## src/rtl/bsg_downstream_param.sv

```systemverilog
// bsg_downstream_param
// Receive side of a credit-based off-chip link. Beats of IO_W bits are
// deserialized into entries of WORD_BEATS beats and written into a
// 2^DEPTH_LG-entry buffer. An output FSM pops CORE_ENTRIES entries into a
// core word and presents it with a valid/ready handshake. Every
// 2^TOKEN_LG popped entries flips io_token_o, returning credit upstream.
//
// Ports
//   clk           clock, all state changes on its rising edge
//   rst           synchronous active-high reset
//   io_valid_i    a beat is present this cycle
//   io_data_i     beat data (IO_W bits)
//   io_token_o    credit toggle returned upstream
//   core_data_o   assembled core word (IO_W*WORD_BEATS*CORE_ENTRIES bits)
//   core_valid_o  core word valid
//   core_ready_i  core accepts the word
//   full_o        buffer full
//   overflow_o    sticky: a completed entry was dropped
module bsg_downstream_param #(
  parameter int IO_W         = 1,
  parameter int WORD_BEATS   = 2,
  parameter int CORE_ENTRIES = 2,
  parameter int DEPTH_LG     = 3,
  parameter int TOKEN_LG     = 2
) (
  input  logic                                      clk,
  input  logic                                      rst,
  input  logic                                      io_valid_i,
  input  logic [IO_W-1:0]                           io_data_i,
  output logic                                      io_token_o,
  output logic [IO_W*WORD_BEATS*CORE_ENTRIES-1:0]   core_data_o,
  output logic                                      core_valid_o,
  input  logic                                      core_ready_i,
  output logic                                      full_o,
  output logic                                      overflow_o
);

  localparam int E      = IO_W * WORD_BEATS;
  localparam int CORE_W = E * CORE_ENTRIES;
  localparam int DEPTH  = 1 << DEPTH_LG;
  localparam int BEAT_W = (WORD_BEATS > 1) ? $clog2(WORD_BEATS) : 1;
  localparam int PH_W   = (CORE_ENTRIES > 1) ? $clog2(CORE_ENTRIES) : 1;
  localparam int PTR_W  = DEPTH_LG + 1;

  typedef enum logic {GATHER, PRESENT} state_t;

  logic [BEAT_W-1:0] r_beat;
  logic [E-1:0]      r_entry;
  logic [E-1:0]      w_entry;
  logic              w_last;
  logic              w_wr;
  logic [E-1:0]      r_buf [DEPTH];
  logic [PTR_W-1:0]  r_wptr;
  logic [PTR_W-1:0]  r_rptr;
  logic [PTR_W-1:0]  w_rptr_inc;
  logic              w_empty;
  logic              w_full;
  logic              w_pop;
  logic              r_ovf;
  logic              r_token;
  logic [PH_W-1:0]   r_phase;
  logic [CORE_W-1:0] r_core;
  state_t            r_state;
  state_t            w_state_next;

  // Entry as it will look once the current beat is merged in; on the last
  // beat this is the value committed to the buffer.
  always_comb begin
    w_entry = r_entry;
    w_entry[int'(r_beat)*IO_W +: IO_W] = io_data_i;
  end

  assign w_last     = io_valid_i && (r_beat == BEAT_W'(WORD_BEATS - 1));
  // A pop on the same edge frees the slot being written, so a full buffer
  // still accepts the entry in that case.
  assign w_wr       = w_last && (!w_full || w_pop);
  assign w_empty    = (r_wptr == r_rptr);
  assign w_full     = (r_wptr[DEPTH_LG] != r_rptr[DEPTH_LG]) &&
                      (r_wptr[DEPTH_LG-1:0] == r_rptr[DEPTH_LG-1:0]);
  assign w_rptr_inc = r_rptr + PTR_W'(1);

  // ---- input stage: deserializer and buffer write ----
  always_ff @(posedge clk) begin
    if (rst) begin
      r_beat <= '0;
      r_wptr <= '0;
      r_ovf  <= 1'b0;
    end else if (io_valid_i) begin
      if (w_last) begin
        r_beat <= '0;
        if (w_wr) r_wptr <= r_wptr + PTR_W'(1);
        else      r_ovf  <= 1'b1;
      end else begin
        r_beat <= r_beat + BEAT_W'(1);
      end
    end
  end

  // Partial entry data needs no reset: the beat counter restarts at 0 and
  // every beat of the next entry overwrites its slice.
  always_ff @(posedge clk) begin
    if (!rst && io_valid_i) r_entry <= w_entry;
  end

  always_ff @(posedge clk) begin
    if (!rst && w_wr) r_buf[r_wptr[DEPTH_LG-1:0]] <= w_entry;
  end

  // ---- output stage: gather entries into a core word ----
  always_comb begin
    w_state_next = r_state;
    w_pop        = 1'b0;
    case (r_state)
      GATHER: begin
        if (!w_empty) begin
          w_pop = 1'b1;
          if (r_phase == PH_W'(CORE_ENTRIES - 1)) w_state_next = PRESENT;
        end
      end
      PRESENT: begin
        if (core_ready_i) w_state_next = GATHER;
      end
      default: w_state_next = GATHER;
    endcase
  end

  always_ff @(posedge clk) begin
    if (rst) begin
      r_state <= GATHER;
      r_phase <= '0;
      r_rptr  <= '0;
      r_token <= 1'b0;
      r_core  <= '0;
    end else begin
      r_state <= w_state_next;
      if (w_pop) begin
        r_core[int'(r_phase)*E +: E] <= r_buf[r_rptr[DEPTH_LG-1:0]];
        r_rptr  <= w_rptr_inc;
        r_token <= w_rptr_inc[TOKEN_LG];
        if (r_phase == PH_W'(CORE_ENTRIES - 1)) r_phase <= '0;
        else                                    r_phase <= r_phase + PH_W'(1);
      end
    end
  end

  assign core_data_o  = r_core;
  assign core_valid_o = (r_state == PRESENT);
  assign io_token_o   = r_token;
  assign full_o       = w_full;
  assign overflow_o   = r_ovf;

endmodule
```

## config.mk

```make
export PLATFORM = sky130hd
export DESIGN_NAME = bsg_downstream_param
export DESIGN_NICKNAME = d
export VERILOG_FILES = /design/src/rtl/bsg_downstream_param.sv
export SDC_FILE = /design/constraint.sdc
export NUM_CORES = 1
export LEC_CHECK = 0
export BUFFER_PORTS_ARGS = -buffer_cell sky130_fd_sc_hd__buf_2
export CORE_UTILIZATION = 40
export CTS_CLUSTER_DIAMETER = 60
export DETAILED_ROUTE_END_ITERATION = 10
export GPL_ROUTABILITY_DRIVEN = 0
export PLACE_DENSITY_LB_ADDON = 0.15
export SYNTH_ARGS = -nofsm -noshare
export SYNTH_HDL_FRONTEND = slang
export SYNTH_SLANG_ARGS = --single-unit
```

## constraint.sdc

```tcl
create_clock -name clk -period 2.4 [get_ports clk]
set_clock_uncertainty 0.05 [all_clocks]
set_input_delay 0 -clock clk [delete_from_list [all_inputs] [get_ports clk]]
set_output_delay 0 -clock clk [all_outputs]
set_load 0.01 [all_outputs]
```

# [Word-level counts from Yosys, hierarchy flattened]
# Memory sizes are Yosys's and may differ from the RTL's. A register that Yosys moved wholly into a read port is not among the register bits.
# Index checks and enable logic that the tools add are counted.
[word_totals] out_inout_bits=8 mem_bits_rw=16 regBits=19 mem_count=1 wordCells=49
[memory_table] memory="r_buf" depth=8 word_bits=2 rd=1 rd_ports_with_merged_regs=1 wr=1 line="52" source="logic [E-1:0] r_buf [DEPTH];"
[classes] add_sub_neg=6 n_mux=14 eq_ne=3 n_reduce_logical=10 bitwise_logic=2 shift=4
[ops] cell="negation 1 -> 33 bit" count=1
[ops] cell="negation 2 -> 33 bit" count=1
[ops] cell="variable shift 1 x 33 -> 2 bit, first input constant" count=1
[ops] cell="variable shift 2 x 33 -> 4 bit, first input constant" count=1
[ops] cell="indexed part select 1 x 33 -> 2 bit" count=1
[ops] cell="indexed part select 2 x 33 -> 4 bit" count=1
[ops] cell="two-way mux 1 bit" count=9
[ops] cell="adder 4 x 1 -> 4 bit, second input constant" count=2
[ops] cell="two-way mux 3 bit" count=2
[ops] cell="AND reduction 3 bit" count=2
[ops] cell="logical AND 1 bit" count=5
[ops] cell="bitwise mux 4 bit" count=1
[ops] cell="== test 4 bit" count=1
[ops] cell="== test 3 bit" count=1
[ops] cell="adder 1 bit, second input constant" count=2
[ops] cell="bitwise mux 2 bit" count=1
[ops] cell="logical NOT 1 bit" count=2
[ops] cell="NOT 1 bit" count=2
[ops] cell="one-hot mux 1 bit (2 select lines)" count=1
[ops] cell="logical OR 1 bit" count=1
[ops] cell="!= test 1 bit" count=1

# [Longest topological paths before layout]
# Gate-level depths: netlist of run 1.
[logic_depth] ltp_word=8 ltp_mapped=6 ltp_nobuf=5

# [Worst setup path after synthesis of run 1]
# Ideal clock, no wire load.
[synth_path] path_type="register to register" start="register r_beat" end="memory r_buf[0][0] in the netlist's numbering (enable)" arrival_ns=1.319 path_buffers=2 setup_ns=0.329 path_stages_with_launch=7 slack_ns=0.702 cell_sequence="dfxtp_1 > clkbuf_1 > nand2_1 > clkbuf_1 > nor3_1 > o21ai_1 > nor3_1"
[synth_via] elab_chain_len=5
[synth_lines] element="from (decl)" line="47" source="logic [BEAT_W-1:0] r_beat;"
[synth_lines] element="from (signal assigned)" line="94" source="r_beat <= r_beat + BEAT_W'(1);"
[synth_lines] element="logical AND 1 bit" line="73" source="assign w_last = io_valid_i && (r_beat == BEAT_W'(WORD_BEATS - 1));"
[synth_lines] element="logical AND 1 bit" line="76" source="assign w_wr = w_last && (!w_full || w_pop);"
[synth_lines] element="logical AND 1 bit" line="106" source="if (!rst && w_wr) r_buf[r_wptr[DEPTH_LG-1:0]] <= w_entry;"
[synth_lines] element="two-way mux 1 bit" line="106"
[synth_lines] element="two-way mux 1 bit (implied by the code)" line="106"
[synth_lines] element="to (decl)" line="52"
# No other way between the ends.

# [Worst setup path after layout of run 1]
[layout_path] start="register r_wptr[1]" end="memory r_buf[7][0] in the netlist's numbering (enable)"
[layout_via] elab_chain_len=8
[layout_lines] element="from (decl)" line="53" source="logic [PTR_W-1:0] r_wptr;"
[layout_lines] element="from (signal assigned)" line="91" source="if (w_wr) r_wptr <= r_wptr + PTR_W'(1);"
[layout_lines] element="== test 4 bit / == test 3 bit (equally long branches)" line="77, 79"
[layout_lines] element="two-way mux 1 bit / logical AND 1 bit (equally long branches)" line="115, 78"
[layout_lines] element="two-way mux 1 bit / logical NOT 1 bit (equally long branches)" line="113, 76"
[layout_lines] element="logical OR 1 bit" line="76"
[layout_lines] element="logical AND 1 bit" line="76"
[layout_lines] element="logical AND 1 bit" line="106"
[layout_lines] element="two-way mux 1 bit" line="106"
[layout_lines] element="two-way mux 1 bit (implied by the code)" line="106"
# Several ways; a longest one is shown, not always the timed one.

==> impl_metrics.py, run 1 <==
metrics = {
    "yosys": {
        "synth_top_area_share_pct": 31.6,
        "synth_mux_area_share_pct": 7.89,
        "synth_compound_area_share_pct": 11.8,
        "ys_types": 38,
        "netlist_area_um2": 1710,
        "synth_top_area_cell": "edfxtp_1",
        "synth_cells": 149,
        "synth_xor_area_share_pct": 5.55,
        "synthTopCellsByArea": "edfxtp_1, dfxtp_1, mux4_2",
        "synth_top_family_by_area": "simple AND/OR/NAND/NOR gates",
        "synth_seq_cells": 37,
        "avgSynthCellArea_um2": 11.5,
        "yosysWarnings": 0,
        "yosysSeqAreaShare_pct": 53.8,
        "synthAdderAreaFrac_pct": 1.46,
        "yosys.area_share.simple_pct": 15.6,
        "synth_nets": 156,
    },
    "timing": {
        "slew-limit-headroom_pct": 58.7,
        "rsz0062_at_grt": "false",
        "max_freq_mhz": 526,
        "setup_violations": 0,
        "final_hold_viol_count": 0,
        "worst_slack_ps": 500,
        "fin_setup_tns_ps": 0,
        "slew_viol_final": 0,
        "period_needed_ps": 1900,
        "tightest_slew_ps": 618,
        "post-route-period-util_pct": 79.2,
    },
    "cts": {
        "insertion_delay_ps": 280,
        "cts_setup_buffers": 0,
        "cts.sinks": 37,
        "htreeDepth": 2,
        "clk_path_buf_depth": 2,
        "cts-root-buf": "clkbuf_8",
        "cts_buffers": 5,
        "path_clk_slew_ps": 70,
        "cts_tree": "built",
    },
    "route": {
        "drt_iter0_drc": 44,
        "vias": 1186,
        "drt_wl_total_mm": 3.36,
        "dr.pass1.iters": 4,
        "postRouteAntennaNets": 0,
        "drc": 0,
        "vias_per_cell": 5.57,
        "wl_per_cell_um": 15.8,
    },
    "worst_setup_path": {
        "cp_max_fo": 11,
        "cp-start-kind": "flip-flop",
        "critical_path_class": "reg -> reg",
        "cp-end-kind": "flip-flop",
        "worstPathArrival_ps": 1880,
        "required_ps": 2380,
    },
    "placement": {
        "dp.cells": 203,
        "dpl_worst_slack_ps": 534,
        "hpwlAfterDp_mm": 2.39,
        "port_buffers": 12,
    },
    "cells_and_area": {
        "multiInputGateArea_um2": 726,
        "drive_gt1_share_pct": 20.2,
        "regArea_um2": 921,
        "nets": 169,
        "fillers": 363,
        "antennaDiodeCount": 0,
        "fin_util_pct": 47.0,
        "area_growth_pct": 11.4,
        "layout.cells.non_filler": 213,
    },
    "global_route": {
        "gr-total-overflow": 0,
        "grt_usage_pct": 17.7,
        "grt_max_degree": 30,
        "antenna_found_initial": 0,
        "grt_pass1_wl_mm": 5.77,
        "grt_pass1_vias": 1149,
    },
    "power_and_ir_drop": {
        "p_leak_uw": 0.000650,
        "p_total_uw": 1750,
        "ir_drop_uv": 355,
        "power.density_nw_per_um2": 918,
    },
    "floorplan": {
        "rows": 23,
        "core_um2": 4060,
        "dieArea_um2": 4550,
        "die_h_um": 67.4,
        "boundaryPins": 13,
        "die_w_um": 67.4,
        "initial_core_util_pct": 42.2,
    },
    "min_path": {
        "min_path_type": "in -> reg",
    },
    "job": {
        "cap_violations": 0,
    },
    "run_status": {
        "status": "complete, no violations",
    },
}
==> metal layers <==
| metal | vias to the layer above | global-route usage [%] | wire length (um) |
|---|---|---|---|
| met3 | 7 | 5.07 | 113 |
| li1 | 575 | - | - |
| met5 | - | 0 | 0 |
| met1 | 581 | 23.3 | 1590 |
| met4 | 0 | 5.59 | 42 |
| met2 | 23 | 27.9 | 1610 |
==> worst paths after layout <==
| path | start | endpoint | slack [ps] | cells after the start |
|---|---|---|---|---|
| setup / recovery | r_wptr[1]$_SDFFE_PP0P_ | r_buf[7][0]$_DFFE_PP_ | 500 | 4 |
| hold / removal | rst | r_beat$_SDFFE_PP0P_ | 120 | 2 |
| setup reg to reg | r_wptr[1]$_SDFFE_PP0P_ | r_buf[7][0]$_DFFE_PP_ | 500 | 4 |
| hold reg to reg | overflow_o$_SDFFE_PP0P_ | overflow_o$_SDFFE_PP0P_ | 450 | 2 |
==> sequential cells by signal (all words and copies together), names as in the netlist, named ones only <==
signal	count
overflow_o	1
r_wptr	4
r_buf	16
r_entry	2
r_beat	1
r_phase	1
core_data_o	4
r_rptr	4
core_valid_o	1
==> cells in the mapped netlist <==
cell       count
xor2_2         1
nor4_1         2
mux4_2         4
xnor2_1        6
a31oi_1        3
a41oi_1        1
o21ai_1        1
a2bb2oi_1      1
a211o_1        1
buf_4          3
o41ai_4        1
o211ai_1       2
ha_1           2
a41oi_2        1
o21ai_0        2
inv_4          1
a31o_2         1
or4_1          1
or3_1          1
o311ai_1       1
a311oi_1       1
nand4_4        1
nor2_1        13
xor2_1         3
nand3_1        2
nand2_1       14
dfxtp_1       19
nand2b_1       1
inv_1          4
a21oi_1        8
or4b_1         1
mux2_2         4
edfxtp_1      18
clkbuf_1       6
o311ai_0       2
nor2b_1        1
nor4b_1        3
nor3_1        12
==> metrics by stage <==
step	area, um2	hold WS (ps)
3_3_place_gp	1800	266
3_5_place_dp	1800	277
4_1_cts	1910	112
2_1_floorplan	1710	86.8
6_report	1910	118
5_1_grt	1910	154
==> placed cells by master, fill, tap and decap left out, types with 2 or more instances in the layout <==
| master | Yosys | routed |
|---|---|---|
| buf_2 | 0 | 12 |
| xnor2_1 | 6 | 6 |
| nand2_1 | 14 | 14 |
| dlygate4sd3_1 | 0 | 2 |
| nor4b_1 | 3 | 3 |
| nor4_1 | 2 | 2 |
| clkbuf_8 | 0 | 6 |
| clkbuf_1 | 6 | 2 |
| inv_1 | 4 | 4 |
| o311ai_0 | 2 | 2 |
| o211ai_1 | 2 | 2 |
| a21oi_1 | 8 | 8 |
| ha_1 | 2 | 2 |
| o21ai_0 | 2 | 2 |
| nor3_1 | 12 | 12 |
| mux4_2 | 4 | 4 |
| xor2_1 | 3 | 3 |
| nand3_1 | 2 | 2 |
| mux2_2 | 4 | 4 |
| a31oi_1 | 3 | 3 |
| edfxtp_1 | 18 | 18 |
| nor2_1 | 13 | 13 |
| dfxtp_1 | 19 | 19 |
==> repair_timing <==
action                                  CTS  global route
gates resized for setup                   0             0
hold buffers                              2             0
endpoints found under the setup margin    0             0
hold endpoints to repair                  2             0
==> kinds of logic after synthesis <==
kind of cell | Yosys count
adder cells (fa/ha/maj) | 2
XOR/XNOR | 10
AND/OR/NAND/NOR | 52
buffers and inverters | 14
multiplexers | 8
AO/OA/AOI/OAI | 26
flip-flops | 37
==> final cells by class <==
class	instances	area share (%)
timing repair buffer	15	4.59
tap	50	3.28
sequential	37	48.3
clock buffer	8	4.72
inverter	5	1.11
multi-input combinational	98	38.0
==> power by group <==
group / switching, uW / internal (uW) / leakage (uW) / total [uW]
registers: 99.6 / 738 / 0.000318 / 838
clock network: 207 / 234 / 0.0000455 / 441
logic: 267 / 206 / 0.000287 / 473
==> worst max-delay path, cell delays in order, from the launching register on <==
cell	delay (ps)
dfxtp_1	560
xnor2_1	270
nand4_4	270
o211ai_1	350
nor2_1	140
(Power assumes the default switching activity.)
==> inputs of run 2 (changes only) <==
clock period = 1.9 ns   (was 2.4 ns; I/O delays follow)
==> impl_metrics.py, run 2 (synthesis results as in run 1) <==
metrics = {
    "worst_setup_path": {
        "crit_family": "flip-flops",
        "r2r-start": "r_rptr[0]$_SDFFE_PP0P_",
        "required_ps": 1880,
        "cp_slowest_cell": "dfxtp_1",
        "cp-end-kind": "flip-flop",
        "worstPathArrival_ps": 1740,
        "crit_chain": "xnor2_1, nand4_4, o21ai_1, nor2_1",
        "critical_path_class": "reg -> reg",
        "cpPeakStageDelay_ps": 390,
        "critPathBufInv": 0,
        "cp_max_fo": 6,
        "cp-startpoint": "r_rptr[0]$_SDFFE_PP0P_",
        "cp-start-kind": "flip-flop",
    },
    "cells_and_area": {
        "multiInputGateArea_um2": 726,
        "regArea_um2": 921,
        "layout.cells.non_filler": 222,
        "nets": 178,
        "largest_register_ffs": 16,
        "drive_gt1_share_pct": 25.6,
        "final_common_cell": "dfxtp_1",
        "most-common-layout-cells": "dfxtp_1, edfxtp_1, nand2_1, nor2_1",
        "fillers": 374,
        "area_growth_pct": 16.0,
        "fin_util_pct": 49.0,
        "antennaDiodeCount": 0,
    },
    "min_path": {
        "min_path_type": "in -> reg",
        "worstHoldStart": "io_valid_i",
    },
    "route": {
        "postRouteAntennaNets": 0,
        "drt_iter0_drc": 45,
        "vias_per_cell": 5.40,
        "dr.pass1.iters": 4,
        "drt_wl_total_mm": 3.23,
        "wl_per_cell_um": 14.6,
        "drc": 0,
        "vias": 1198,
    },
    "timing": {
        "slew_viol_final": 0,
        "slew-limit-headroom_pct": 63.9,
        "setup_violations": 0,
        "max_freq_mhz": 566,
        "rsz0062_at_grt": "false",
        "tightest_slew_ps": 541,
        "final_hold_viol_count": 0,
        "period_needed_ps": 1770,
        "post-route-period-util_pct": 93.0,
        "holdWs_ps": 2.14,
        "fin_setup_tns_ps": 0,
    },
    "global_route": {
        "grt_usage_pct": 16.4,
        "grt_pass1_wl_mm": 5.42,
        "antenna_found_initial": 0,
        "grt_pass1_vias": 1154,
        "grt_max_degree": 18,
        "gr-total-overflow": 0,
    },
    "cts": {
        "insertion_delay_ps": 280,
        "cts_buffers": 5,
        "cts_tree": "built",
        "cts.sinks": 37,
        "path_clk_slew_ps": 70,
        "cts-root-buf": "clkbuf_8",
        "htreeDepth": 2,
        "clk_path_buf_depth": 2,
    },
    "placement": {
        "hpwlAfterDp_mm": 2.35,
        "dp.cells": 211,
        "port_buffers": 12,
    },
    "power_and_ir_drop": {
        "power.density_nw_per_um2": 1150,
        "p_leak_uw": 0.000703,
        "ir_drop_uv": 367,
    },
    "floorplan": {
        "rows": 23,
        "core_um2": 4060,
        "initial_core_util_pct": 42.2,
        "boundaryPins": 13,
        "die_w_um": 67.4,
        "die_h_um": 67.4,
        "dieArea_um2": 4550,
    },
    "run_status": {
        "status": "complete, no violations",
    },
    "job": {
        "cap_violations": 0,
    },
}
run 2: changes by cell type in the layout (fill, tap and decap cells not counted), sizes merged:
cell	previous run	this run
clkbuf	8	7
clkinv	0	1
buf	13	22
run 2: final timing paths:
| path | end | slack (ps) | cells past startpoint |
|---|---|---|---|
| setup reg to reg | r_buf[6][1]$_DFFE_PP_ | 130 | 4 |
| hold reg to reg | overflow_o$_SDFFE_PP0P_ | 430 | 2 |
| setup / recovery | r_buf[6][1]$_DFFE_PP_ | 130 | 4 |
| hold / removal | r_beat$_SDFFE_PP0P_ | 2 | 3 |
run 2: layer usage:
metal / global-route usage, % / share of wire [%]
met1: 21.7 / 49
met2: 25.9 / 47
met3: 4.56 / 3.5
met4: 5.32 / 0.59
met5: 0 / 0
run 2: what timing repair did:
item / CTS / global route
hold buffers: 2 / 0
hold endpoints to repair: 2 / 0
setup endpoints to repair: 0 / 8
resized for setup: 0 / 0
setup buffers: 0 / 1
run 2: power breakdown:
group	switching, uW	internal, uW	total [uW]
sequential	92.9	933	1030
clock	263	328	591
combinational	366	299	665
run 2: final cells by class:
| type | count | share of cell area [%] |
|---|---|---|
| clock buffer | 7 | 4.85 |
| clock inverter | 1 | 0.252 |
| inverter | 5 | 1.07 |
| multi-input combinational | 98 | 36.5 |
| sequential | 37 | 46.3 |
| tap | 50 | 3.15 |
| timing repair buffer | 24 | 7.81 |
run 2: worst min-delay path: cells and delay by family:
kind	cells	cell delay (ps)
xor+xnor	1	70
simple gates	1	90
buf+inv	1	140
run 2: per-stage QoR:
stage | setup WS [ps] | area (um2) | total power [uW]
global route | 52.2 | 1990 | 2420
floorplan | 202 | 1710 | 1510
finish | 132 | 1990 | 2280
detailed placement | 105 | 1860 | 1710
CTS | 73.4 | 1980 | 2300
global placement | 162 | 1860 | 1690
==> inputs of run 3 (changes only) <==
ABC_AREA = 1   (was default)
==> impl_metrics.py, run 3 <==
metrics = {
    "run_status": {
        "status": "complete, no violations",
    },
    "yosys": {
        "synth_ff_type": "dfxtp_1",
        "synth_mux_area_share_pct": 0,
        "yosys.area_share.simple_pct": 28.5,
        "synth_edf_count": 18,
        "synth_compound_area_share_pct": 6.77,
        "yosysSeqAreaShare_pct": 54.2,
        "synth_top_family_by_area": "simple AND/OR/NAND/NOR gates",
        "ys_types": 27,
        "yosysWarnings": 0,
        "avgSynthCellArea_um2": 8.94,
        "synthAdderAreaFrac_pct": 1.47,
        "netlist_top_cells_count": "nor2_1, nand2_1, dfxtp_1",
        "synth_seq_cells": 37,
        "async_flop_share_pct": 0,
        "synthTopCellsByArea": "edfxtp_1, dfxtp_1, nor2_1",
        "netlist_area_um2": 1700,
        "synth_top_area_cell": "edfxtp_1",
        "yosysMostFrequentCell": "nor2_1",
        "synth_cells": 190,
        "synth_xor_area_share_pct": 3.02,
        "synth_nets": 197,
        "synth_top_area_share_pct": 31.8,
    },
    "cells_and_area": {
        "largest_register_ffs": 16,
        "fin_util_pct": 49.8,
        "antennaDiodeCount": 0,
        "drive_gt1_share_pct": 22.0,
        "final_common_cell": "nor2_1",
        "fillers": 382,
        "most-common-layout-cells": "nor2_1, nand2_1, edfxtp_1, inv_1, dfxtp_1",
        "nets": 220,
        "area_growth_pct": 18.2,
    },
    "worst_setup_path": {
        "r2r-start": "r_wptr[2]$_SDFFE_PP0P_",
        "critPathBufInv": 1,
        "required_ps": 2030,
        "cp_max_fo": 7,
        "crit_family": "buffers and inverters",
        "cp-startpoint": "r_wptr[2]$_SDFFE_PP0P_",
        "cpPeakStageDelay_ps": 560,
        "critical_path_class": "reg -> reg",
        "cp-end-kind": "flip-flop",
        "cp-start-kind": "flip-flop",
        "cp_slowest_cell": "dlygate4sd3_1",
        "crit_chain": "xnor2_4, nand3_4, nand3_2, a21oi_2, dlygate4sd3_1",
        "worstPathArrival_ps": 1960,
    },
    "global_route": {
        "grt_usage_pct": 16.0,
        "grt_pass1_wl_mm": 5.24,
        "antenna_found_initial": 0,
        "grt_pass1_vias": 1205,
        "grt_max_degree": 13,
        "gr-total-overflow": 0,
    },
    "cts": {
        "cts_tree": "built",
        "cts_buffers": 5,
        "insertion_delay_ps": 290,
        "path_clk_slew_ps": 80,
        "cts.sinks": 37,
        "cts_setup_buffers": 0,
        "htreeDepth": 2,
        "clk_path_buf_depth": 2,
        "cts-root-buf": "clkbuf_8",
    },
    "timing": {
        "period_needed_ps": 1830,
        "final_hold_viol_count": 0,
        "post-route-period-util_pct": 96.2,
        "slew-limit-headroom_pct": 58.6,
        "setup_violations": 0,
        "slew_viol_final": 0,
        "max_freq_mhz": 547,
        "fin_setup_tns_ps": 0,
        "tightest_slew_ps": 622,
        "rsz0062_at_grt": "false",
    },
    "route": {
        "vias_per_cell": 4.66,
        "dr.pass1.iters": 4,
        "drc": 0,
        "drt_iter0_drc": 39,
        "wl_per_cell_um": 11.7,
        "vias": 1231,
        "drt_wl_total_mm": 3.08,
        "postRouteAntennaNets": 0,
    },
    "power_and_ir_drop": {
        "clockPowerShare_pct": 29.0,
        "switching_share_pct": 33.7,
        "sequentialPowerShare_pct": 42.5,
        "ir_drop_uv": 462,
        "power.density_nw_per_um2": 1220,
        "internal_power_uw": 1620,
        "combPwrFrac_pct": 28.5,
        "p_switching_uw": 822,
        "p_total_uw": 2440,
        "p_leak_uw": 0.000847,
    },
    "floorplan": {
        "initial_core_util_pct": 42.2,
        "core_um2": 4030,
        "rows": 23,
        "boundaryPins": 13,
        "die_h_um": 67.2,
        "die_w_um": 67.2,
        "dieArea_um2": 4510,
    },
    "job": {
        "cap_violations": 0,
    },
    "min_path": {
        "min_path_type": "in -> reg",
        "worstHoldStart": "io_data_i",
    },
    "placement": {
        "port_buffers": 12,
        "hpwlAfterDp_mm": 2.30,
    },
}
==> run 3: changes by cell type in the layout (fill, tap and decap cells not counted), moves of 7 or more <==
cell / previous run / this run
nor3_1: 12 / 1
buf_4: 10 / 3
nor2_1: 13 / 41
inv_1: 4 / 17
o21ai_0: 2 / 11
nand2_1: 14 / 36
==> run 3: power groups by stage <==
stage,combinational [uW],clock [uW],sequential [uW]
global placement,663,0,1050
global route,794,758,1060
detailed placement,688,0,1050
floorplan,529,0,1040
CTS,700,713,1030
finish,697,707,1040
==> run 3: area by class of cell <==
class	count	area (um2)	area share, %
Inverter	22	82.6	4.11
Tap cell	50	62.6	3.12
Clock inverter	1	5.00	0.249
Sequential cell	37	926	46.1
Multi-Input combinational cell	128	691	34.4
Timing Repair Buffer	19	123	6.11
Clock buffer	7	119	5.92
==> run 3: cell families (layout without fill, tap and decap cells) <==
logic type                 count (synthesis)  in the layout
xor gates and xnor gates                   5              5
and+or+nand+nor                           98             98
buffers and inverters                     25             49
DFF                                       37             37
AOI/OAI and AO/OA                         23             23
adders and majority gates                  2              2
==> run 3: worst reg2reg max path: cells and delay by family, from the launching register on <==
family	cells	cell delay, ps
AO/OA/AOI/OAI	1	60
XOR/XNOR	1	200
AND/OR/NAND/NOR	2	310
flip-flops	1	540
buffers and inverters	1	560
==> run 3: stage by stage <==
stage	instances	setup WS, ps	instance area (um2)	hold slack (ps)
floorplan	190	446	1700	102
global placement	252	335	1820	223
detailed placement	252	296	1820	222
CTS	264	43.7	1990	101
global route	264	3.78	2010	127
finish	264	71.9	2010	107
==> run 3: final timing paths <==
| check | endpoint | slack, ps | cells past startpoint |
|---|---|---|---|
| max | core_valid_o$_SDFF_PP0_ | 70 | 5 |
| min | r_entry[0]$_DFFE_PP_ | 110 | 3 |
| max reg2reg | core_valid_o$_SDFF_PP0_ | 70 | 5 |
| min reg2reg | overflow_o$_SDFFE_PP0P_ | 430 | 2 |
==> run 3: metal layers <==
layer	vias up	routed length (um)	GRT usage, %
li1	654	-	-
met5	-	0	0
met3	7	99	4.22
met2	24	1450	25.1
met1	546	1480	19.9
met4	0	59	9.04
==> run 3: what timing repair did <==
action | CTS | global route
endpoints found under the setup margin | 0 | 1
hold buffers | 4 | 0
resized for setup | 0 | 6
hold endpoints to repair | 7 | 0
